`src/rtl/lmt01_pkg.sv`:
```
// Shared definitions for the LMT01 pulse-count transmitter.
//   - FSM state encoding
//   - default timing (128 MHz clock: 800/800-cycle pulses, 100 ms frame)
//   - count limit and temperature-to-count conversion constants/helper
package lmt01_pkg;

    typedef enum logic [1:0] {
        ST_IDLE = 2'd0,
        ST_HIGH = 2'd1,
        ST_LOW  = 2'd2,
        ST_GAP  = 2'd3
    } lmt01_state_e;

    localparam int unsigned DEF_CNT_W     = 12;
    localparam int unsigned DEF_PULSE_HI  = 800;
    localparam int unsigned DEF_PULSE_LO  = 800;
    localparam int unsigned DEF_FRAME_CYC = 12800000;

    localparam int unsigned CNT_MAX = (1 << DEF_CNT_W) - 1;

    localparam int unsigned TEMP_OFFSET = 50;
    localparam int unsigned TEMP_SCALE  = 16;

    // Unsaturated pulse count for temperature t; caller clamps to its width.
    function automatic int unsigned temp_to_count(input logic [7:0] t);
        return (32'(t) + TEMP_OFFSET) * TEMP_SCALE;
    endfunction

endpackage

```
`src/rtl/lmt01_pulse_gen_timer.sv`:
```
// lmt01_pulse_timer: loadable down-counter used to time HIGH and LOW phases.
// Ports:
//   clk          rising-edge clock
//   reset_count  synchronous active-low reset
//   load_i       load load_val_i this cycle
//   load_val_i   value loaded (phase length minus one)
//   done_o       counter has reached zero
module lmt01_pulse_timer
    import lmt01_pkg::*;
#(
    parameter int unsigned W = 10
) (
    input  logic         clk,
    input  logic         reset_count,
    input  logic         load_i,
    input  logic [W-1:0] load_val_i,
    output logic         done_o
);

    logic [W-1:0] cnt_q;
    logic [W-1:0] cnt_d;

    always_comb begin
        cnt_d = cnt_q;
        if (load_i) begin
            cnt_d = load_val_i;
        end else if (cnt_q != '0) begin
            cnt_d = cnt_q - W'(1);
        end
    end

    always_ff @(posedge clk) begin
        if (!reset_count) begin
            cnt_q <= '0;
        end else begin
            cnt_q <= cnt_d;
        end
    end

    assign done_o = (cnt_q == '0);

endmodule

```
`src/rtl/lmt01_pulse_gen.sv`:
```
// lmt01_pulse_gen: transmitter side of the LMT01 single-wire pulse-count
// protocol. Each frame emits a burst of N pulses on pulse_o, then holds the
// line low until FRAME_CYC cycles after the burst started.
// Build option: LMT01_TEMP_IN_EN -- cnt_i[7:0] is a temperature t and the
// stored count becomes min((t+50)*16, 2^CNT_W-1).
// Ports:
//   clk            rising-edge clock
//   reset_count    synchronous active-low reset
//   enable_i       run frames while high
//   cnt_i          requested pulse count (or temperature, see above)
//   cnt_valid_i    cnt_i valid
//   cnt_ready_o    pending slot empty
//   pulse_o        LMT01 line (registered)
//   frame_start_o  one-cycle strobe at frame begin
//   frame_done_o   one-cycle strobe on last frame cycle
//   busy_o         FSM not idle
module lmt01_pulse_gen
    import lmt01_pkg::*;
#(
    parameter int unsigned CNT_W     = DEF_CNT_W,
    parameter int unsigned PULSE_HI  = DEF_PULSE_HI,
    parameter int unsigned PULSE_LO  = DEF_PULSE_LO,
    parameter int unsigned FRAME_CYC = DEF_FRAME_CYC
) (
    input  logic             clk,
    input  logic             reset_count,
    input  logic             enable_i,
    input  logic [CNT_W-1:0] cnt_i,
    input  logic             cnt_valid_i,
    output logic             cnt_ready_o,
    output logic             pulse_o,
    output logic             frame_start_o,
    output logic             frame_done_o,
    output logic             busy_o
);

    localparam int unsigned TMR_MAX = (PULSE_HI > PULSE_LO) ? PULSE_HI : PULSE_LO;
    localparam int unsigned TW      = (TMR_MAX > 1) ? $clog2(TMR_MAX) : 1;
    localparam int unsigned FT_W    = (FRAME_CYC > 1) ? $clog2(FRAME_CYC) : 1;

    localparam logic [TW-1:0]   HI_LOAD = TW'(PULSE_HI - 1);
    localparam logic [TW-1:0]   LO_LOAD = TW'(PULSE_LO - 1);
    localparam logic [FT_W-1:0] FT_LAST = FT_W'(FRAME_CYC - 1);

    lmt01_state_e     state_q, state_d;
    logic [CNT_W-1:0] pend_q, pend_d;
    logic             pend_full_q, pend_full_d;
    logic [CNT_W-1:0] act_q, act_d;
    logic [CNT_W-1:0] pc_q, pc_d;
    logic [FT_W-1:0]  ft_q, ft_d;
    logic             pulse_q, pulse_d;
    logic             frame_start_q, frame_start_d;
    logic             frame_done_q, frame_done_d;
    logic             busy_q, busy_d;

    logic             accept;
    logic             start_frame;
    logic             tmr_load;
    logic [TW-1:0]    tmr_val;
    logic             tmr_done;
    logic [CNT_W-1:0] cnt_conv;

`ifdef LMT01_TEMP_IN_EN
    localparam int unsigned CNT_LIM = (1 << CNT_W) - 1;
    int unsigned temp_cnt;
    logic        unused_cnt_hi;

    assign unused_cnt_hi = ^cnt_i[CNT_W-1:8];

    always_comb begin
        temp_cnt = temp_to_count(cnt_i[7:0]);
        if (temp_cnt > CNT_LIM) begin
            cnt_conv = '1;
        end else begin
            cnt_conv = temp_cnt[CNT_W-1:0];
        end
    end
`else
    assign cnt_conv = cnt_i;
`endif

    lmt01_pulse_timer #(.W(TW)) u_timer (
        .clk         (clk),
        .reset_count (reset_count),
        .load_i      (tmr_load),
        .load_val_i  (tmr_val),
        .done_o      (tmr_done)
    );

    always_comb begin
        state_d       = state_q;
        act_d         = act_q;
        pc_d          = pc_q;
        tmr_load      = 1'b0;
        tmr_val       = '0;
        frame_done_d  = 1'b0;
        frame_start_d = 1'b0;
        start_frame   = 1'b0;
        accept        = cnt_valid_i && !pend_full_q;

        case (state_q)
            ST_IDLE: begin
                if (enable_i) begin
                    start_frame = 1'b1;
                end
            end
            ST_HIGH: begin
                if (!enable_i) begin
                    state_d = ST_IDLE;
                end else if (tmr_done) begin
                    state_d  = ST_LOW;
                    pc_d     = pc_q + CNT_W'(1);
                    tmr_load = 1'b1;
                    tmr_val  = LO_LOAD;
                end
            end
            ST_LOW: begin
                if (!enable_i) begin
                    state_d = ST_IDLE;
                end else if (tmr_done) begin
                    if (pc_q == act_q) begin
                        state_d = ST_GAP;
                    end else begin
                        state_d  = ST_HIGH;
                        tmr_load = 1'b1;
                        tmr_val  = HI_LOAD;
                    end
                end
            end
            ST_GAP: begin
                // A completed frame reports done even if enable falls on
                // its last cycle; only earlier drops are silent aborts.
                if (ft_q == FT_LAST) begin
                    frame_done_d = 1'b1;
                    if (enable_i) begin
                        start_frame = 1'b1;
                    end else begin
                        state_d = ST_IDLE;
                    end
                end else if (!enable_i) begin
                    state_d = ST_IDLE;
                end
            end
            default: state_d = ST_IDLE;
        endcase

        // Pending value (if any) becomes the active count; otherwise the
        // previous count repeats.
        if (start_frame) begin
            frame_start_d = 1'b1;
            pc_d          = '0;
            act_d         = pend_full_q ? pend_q : act_q;
            if (act_d == '0) begin
                state_d = ST_GAP;
            end else begin
                state_d  = ST_HIGH;
                tmr_load = 1'b1;
                tmr_val  = HI_LOAD;
            end
        end

        pend_full_d = accept || (pend_full_q && !start_frame);
        pend_d      = accept ? cnt_conv : pend_q;

        if (start_frame) begin
            ft_d = '0;
        end else if (state_q != ST_IDLE && ft_q != FT_LAST) begin
            ft_d = ft_q + FT_W'(1);
        end else begin
            ft_d = ft_q;
        end

        // The line trails the state by one cycle, so the first rise lands
        // the cycle after the frame_start_o strobe.
        pulse_d = (state_q == ST_HIGH) && enable_i;
        busy_d  = (state_d != ST_IDLE);
    end

    always_ff @(posedge clk) begin
        if (!reset_count) begin
            state_q       <= ST_IDLE;
            pend_q        <= '0;
            pend_full_q   <= 1'b0;
            act_q         <= '0;
            pc_q          <= '0;
            ft_q          <= '0;
            pulse_q       <= 1'b0;
            frame_start_q <= 1'b0;
            frame_done_q  <= 1'b0;
            busy_q        <= 1'b0;
        end else begin
            state_q       <= state_d;
            pend_q        <= pend_d;
            pend_full_q   <= pend_full_d;
            act_q         <= act_d;
            pc_q          <= pc_d;
            ft_q          <= ft_d;
            pulse_q       <= pulse_d;
            frame_start_q <= frame_start_d;
            frame_done_q  <= frame_done_d;
            busy_q        <= busy_d;
        end
    end

    assign cnt_ready_o   = !pend_full_q;
    assign pulse_o       = pulse_q;
    assign frame_start_o = frame_start_q;
    assign frame_done_o  = frame_done_q;
    assign busy_o        = busy_q;

endmodule

```
`config.mk`:
```
export PLATFORM = sky130hd
export DESIGN_NAME = lmt01_pulse_gen
export DESIGN_NICKNAME = d
export VERILOG_FILES = /design/src/rtl/lmt01_pkg.sv /design/src/rtl/lmt01_pulse_gen_timer.sv /design/src/rtl/lmt01_pulse_gen.sv
export SDC_FILE = /design/constraint.sdc
export NUM_CORES = 1
export LEC_CHECK = 0
export ABC_AREA = 1
export CAP_MARGIN = 5
export CELL_PAD_IN_SITES_DETAIL_PLACEMENT = 1
export CELL_PAD_IN_SITES_GLOBAL_PLACEMENT = 1
export CORE_MARGIN = 1.5
export CORE_UTILIZATION = 30
export DETAILED_ROUTE_END_ITERATION = 6
export PLACE_DENSITY_LB_ADDON = 0.1
export REMOVE_ABC_BUFFERS = 1
export SYNTH_ARGS = -nofsm -noshare
export SYNTH_HDL_FRONTEND = slang
export SYNTH_SLANG_ARGS = --single-unit
export TNS_END_PERCENT = 10
```
`constraint.sdc`:
```
create_clock -name clk -period 2.8 [get_ports clk]
set_input_delay 0.28 -clock clk [delete_from_list [all_inputs] [get_ports clk]]
set_output_delay 0.28 -clock clk [all_outputs]
set_load 0.02 [all_outputs]
```
**Word level (Yosys, flattened, before mapping)**

Cells that the tools add are included.

- Register bits after elaboration: 77
- Input port bits: 16
- Output and inout port bits: 5
- Word-level logic and storage cells: 71

- $add $sub $neg: 3
- Equal/unequal tests: 6
- Multiplexer cells: 33
- Bitwise logic cells: 1
- Reduce and logical (&&, ||, !) cells: 17

Operators with widths:

| kind | number |
|---|---|
| $mux W10 | 9 |
| $add A24 B1 Y24 const B | 1 |
| $eq A24 B24 Y1 const B | 1 |
| $ne A24 B24 Y1 const B | 1 |
| $pmux W10 S2 | 1 |
| $mux W2 | 8 |
| $add A12 B1 Y12 const B | 1 |
| $eq A12 B12 Y1 | 1 |
| $logic_not A12 Y1 | 1 |
| $mux W12 | 1 |
| $mux W1 | 11 |
| $logic_not A10 Y1 | 1 |
| $reduce_bool A10 Y1 | 1 |
| $sub A10 B1 Y10 const B | 1 |
| $pmux W2 S3 | 1 |
| $reduce_bool A2 Y1 | 3 |
| $eq A2 B2 Y1 const B | 2 |
| $logic_and A1 B1 Y1 | 4 |
| $pmux W1 S2 | 2 |
| $reduce_and A3 Y1 | 1 |
| $eq A2 B1 Y1 const B | 1 |
| $logic_not A1 Y1 | 2 |
| $logic_not A2 Y1 | 1 |
| $reduce_and A2 Y1 | 1 |
| other kinds (3) | 3 |

**Logic depth before layout (Yosys ltp)**

- Depth in word-level cells: 8
- Mapped depth: 15
- Gate-level depth less buffers: 15

**Hierarchy**

Synthesis repeated with hierarchy kept, for this count alone.

- Cells, all modules: 638
- Area total of the unflattened synthesis: 4,269.1 um2

By module, submodules not included:

| module | instances | cells each | area an instance (um2) | seq. area each (um2) |
|---|---|---|---|---|
| lmt01_pulse_gen | 1 | 516 | 3,552.2 | 1,341.3 |
| lmt01_pulse_timer | 1 | 122 | 716.9 | 200.2 |

**Worst setup path before layout**

OpenSTA, ideal clock, no wires.

- Path kind: register to register
- Start point: register ft_q[0]
- End point: register pend_full_q
- Library setup time: 0.134 ns
- Data arrival time: 1.841 ns
- Data required time: 2.666 ns
- Path slack: 0.825 ns
- Cell stages (with the launch flop): 12
- Buffers on the path: 1
- Period minus slack after synthesis: 1.975 ns
- Path through: dfxtp_1 ha_1 inv_2 nor3_4 nand2_4 nor2_2 nand3_2 o21ai_4 nand2_4 nand2_8 buf_6 o22ai_2

- Word-level cells in the longest chain between the ends: 6

Ends and longest elaborated chain:

| element | line | text |
|---|---|---|
| start: declaration | lmt01_pulse_gen.sv:50 | `logic [FT_W-1:0] ft_q, ft_d;` |
| start signal: assignment | lmt01_pulse_gen.sv:197 | `ft_q <= ft_d;` |
| $eq A24 B24 Y1 | lmt01_pulse_gen.sv:133 | `if (ft_q == FT_LAST) begin` |
| $mux W1 | lmt01_pulse_gen.sv:133 |  |
| $pmux W1 S2 | lmt01_pulse_gen.sv:101 | `case (state_q)` |
| $logic_not A1 Y1 | lmt01_pulse_gen.sv:162 | `pend_full_d = accept \|\| (pend_full_q && !start_frame);` |
| $logic_and A1 B1 Y1 | lmt01_pulse_gen.sv:162 |  |
| $logic_or A1 B1 Y1 | lmt01_pulse_gen.sv:162 |  |
| end signal: assignment | lmt01_pulse_gen.sv:194 | `pend_full_q <= pend_full_d;` |
| end: declaration | lmt01_pulse_gen.sv:47 | `logic pend_full_q, pend_full_d;` |

No other way between the ends.
A chain may end at the register's enable or synchronous reset.

**Worst setup path in the final report**

- Start point: register ft_q[0]
- End point: register pc_q[10]

- Word-level cells in the longest chain between the ends: 4

Ends and longest elaborated chain:

| element | line | text |
|---|---|---|
| $eq A24 B24 Y1 | lmt01_pulse_gen.sv:133 |  |
| $mux W1 | lmt01_pulse_gen.sv:133 |  |
| $pmux W1 S2 | lmt01_pulse_gen.sv:101 |  |
| $reduce_or A2 Y1 (no source line) | -- |  |
| end signal: assignment | lmt01_pulse_gen.sv:196 | `pc_q <= pc_d;` |
| end: declaration | lmt01_pulse_gen.sv:49 | `logic [CNT_W-1:0] pc_q, pc_d;` |

No other way between the ends.

==> out/metrics.cfg <==
[setup_path]
cp.required_ns=3.02
crit_slowest_cell=dfxtp_1
slowest_delay_ns=0.40
path_max_fanout=45
path_common_cell=nand2_4
crit_type=flip-flop to flip-flop
r2r_end=pc_q[10]$_SDFFE_PP0P_
endpoint_kind=flip-flop
startpoint_type=flip-flop
arrival_ns=2.56
worstRegToRegCells=11
rrSetupSlack_ns=0.46
r2r-start=ft_q[0]$_SDFFE_PP0P_
cp_cell_sequence=ha_1 > inv_2 > nor3_4 > nand2_4 > nor2_2 > nand3_2 > o21ai_4 > nand2_4 > nand2_8 > o21bai_1 > nor2_1

[worst_hold_path]
hold_depth=2
hold_end=ft_q[7]$_SDFFE_PP0P_
holdCritStartpoint=ft_q[7]$_SDFFE_PP0P_
min_path_type=flip-flop to flip-flop

[clock_tree]
cts-htree-levels=3
ctsResizeCount=0
cts_buffer_depth=2
cts_buffers=9
tritoncts=yes
root_buffer=clkbuf_16
clock_latency_ns=0.34
cts_sinks=77
post-cts-setup-buffer-count=0
cts_hold_buffers=0
clk_pin_slew_worst_paths_ns=0.06

[final_layout]
layout.cells.most_common=nand2_1
fin_cells=790
finish.utilization_pct=36.28
register_area_sq_um=1541
n_fill_cell=1681
area.growth.synth_to_final_pct=17.21
final_cell_mix=138 x nand2_1, 77 x dfxtp_1, 76 x nor2_1
fin_nets=633
layout-drive-gt1-share_pct=8.306
multi_input_area_sq_um=2218
num_antenna_cells=0

[logic_synthesis]
synth.avg_cell_area_sq_um=7.047
netlist_instances=584
synth_cell_types=40
ys_seq_elements=77
seq_area_frac_synth_pct=37.46
yosys_warnings=0
syn_area_sq_um=4115

[timing]
rsz0062_at_grt=no
finClkSkew_ns=0.008523
setup_violations=0
final-hold-violation-count=0
min_period_ns=2.342
fin_ws_ns=0.4583
relSlewSlack_pct=57.02
fin_tns_setup_ns=0
worstMarginPinSlew_ns=0.6428
drv_slew=0
clock.fmax_mhz=427.0
period_share_pct=83.63

[grt]
antenna_found_initial=0
grt_pass1_wl_mm=19.80
grt-ovfl-total=0
grt_max_degree=46
grt_pass1_vias=3906
globalRouteTotalUtil_pct=17.55

[pwr]
comb_power_share_pct=36.4
intPower_uw=2579
p_leak_uw=0.001883
pwr-share-seq_pct=32.6
p_per_area_nw_per_um2=867.1
p_switching_uw=1603
clkPwrFrac_pct=31.0
worst_ir_drop_vdd_mv=0.2928
sw_frac_of_total_pct=38.33

[placed_design]
place_inst=774
pre_cts_ws_ns=0.4672
hpwl_mm=8.859
gp_congestion=0.7778
portBuffers=20

[floorplan]
floorplan.initialDensity_pct=30.95
rows=42
ios=21
die_h_microns=120.1
die_w_microns=120.1
dieArea_sq_um=14430
core_sq_um=13300

[detailed_routing]
vias=3826
first_pass_iters=4
postRouteAntennaNets=0
routed_wl_mm=11.71
drt_iter0_drc=170
drc_errors=0
routedWlPerCell_microns=14.83
vias_per_cell=4.843

[job]
cap_viol_max_count=0

[outcome]
status=complete, no violations

[sequential cells by signal, indices dropped and copies added, names as in the netlist]
| register | cells |
|---|---|
| act_q | 12 |
| busy_o | 1 |
| frame_done_o | 1 |
| frame_start_o | 1 |
| ft_q | 24 |
| pc_q | 12 |
| pend_full_q | 1 |
| pend_q | 12 |
| pulse_o | 1 |
| state_q | 2 |
| u_timer.cnt_q | 10 |
[routing by layer]
layer / global-route usage (%) / up-vias / part of all wire [%] / wire length [microns]
met4: 6.250 / 0 / 1.6 / 183
met3: 2.852 / 12 / 1.8 / 216
li1: - / 1943 / - / -
met2: 27.89 / 32 / 45 / 5322
met5: 0 / - / 0 / 0
met1: 23.98 / 1839 / 51 / 5989
[cell usage after synthesis]
master | instances | share of area, %
nand2_8 | 1 | 0.49
nand3_1 | 32 | 3.9
nor3_1 | 27 | 3.3
nor3b_1 | 6 | 1.1
xor2_1 | 14 | 3.0
inv_2 | 3 | 0.27
or2_2 | 1 | 0.15
xnor2_1 | 11 | 2.3
buf_2 | 3 | 0.36
mux2i_1 | 2 | 0.49
nor2_1 | 76 | 6.9
and2_1 | 1 | 0.15
buf_12 | 1 | 0.49
buf_6 | 3 | 0.82
nor4_1 | 6 | 0.91
nand3_4 | 1 | 0.43
nand2_1 | 138 | 13
ha_1 | 8 | 2.4
nand4_1 | 15 | 2.3
a31o_2 | 1 | 0.21
nor2_2 | 1 | 0.15
clkinv_2 | 1 | 0.12
clkbuf_1 | 6 | 0.55
o22ai_1 | 1 | 0.15
dfxtp_1 | 77 | 37
inv_1 | 64 | 5.8
buf_4 | 1 | 0.18
a21oi_1 | 21 | 2.6
o21ai_0 | 36 | 4.4
o211ai_1 | 3 | 0.55
o21ai_2 | 8 | 1.7
o22ai_2 | 3 | 0.91
o21ai_4 | 1 | 0.40
nand2_4 | 2 | 0.55
o21bai_1 | 2 | 0.36
nand3_2 | 2 | 0.49
o21a_1 | 1 | 0.18
nor3_4 | 1 | 0.40
a22oi_1 | 1 | 0.18
nand2_2 | 2 | 0.30
[kinds of logic after synthesis]
family | Yosys count | synth area share (%)
simple gates | 312 | 34.08
fa+ha+maj | 8 | 2.432
buf+inv | 82 | 8.635
compound gates | 78 | 11.58
flops | 77 | 37.46
mux | 2 | 0.4865
xor+xnor | 25 | 5.321
[layout make-up]
type	count	share of cell area [%]
Clock inverter	4	1.453
Tap cell	176	4.565
Clock buffer	12	5.318
Multi-Input combinational cell	425	45.99
Sequential cell	77	31.96
Inverter	68	5.318
Timing Repair Buffer	28	5.396
[worst max-delay path by stage]
stage | from | to | slack [ns]
floorplan | ft_q[0]$_SDFFE_PP0P_ | pc_q[10]$_SDFFE_PP0P_ | 0.73
global placement | ft_q[0]$_SDFFE_PP0P_ | pc_q[10]$_SDFFE_PP0P_ | 0.58
detailed placement | ft_q[0]$_SDFFE_PP0P_ | pc_q[10]$_SDFFE_PP0P_ | 0.47
CTS | ft_q[0]$_SDFFE_PP0P_ | pc_q[10]$_SDFFE_PP0P_ | 0.43
global route | ft_q[0]$_SDFFE_PP0P_ | ft_q[9]$_SDFFE_PP0P_ | 0.26
finish | ft_q[0]$_SDFFE_PP0P_ | pc_q[10]$_SDFFE_PP0P_ | 0.46
[stage by stage]
step / hold WS (ns) / power (uW) / cell area, sq um
finish: 0.4836 / 4182 / 4823
global route: 0.5132 / 4496 / 4823
CTS: 0.4873 / 4240 / 4823
detailed placement: 0.4775 / 2919 / 4497
global placement: 0.4686 / 2883 / 4497
floorplan: 0.3776 / 2421 / 4016
[worst max-delay path, delay by kind of cell, from the launching register on]
| family | cells | cell delay, ns |
|---|---|---|
| fa+ha+maj | 1 | 0.30 |
| simple gates | 7 | 0.99 |
| flops | 1 | 0.40 |
| buf+inv | 1 | 0.09 |
| compound gates | 2 | 0.43 |
[power groups by stage]
stage	logic, uW	clock network [uW]	registers [uW]
after global placement	1500	0	1380
after CTS	1550	1330	1360
after detailed placement	1530	0	1390
after floorplan	1050	0	1370
after global routing	1730	1380	1380
final	1520	1300	1360
(Power assumes the default switching activity.)
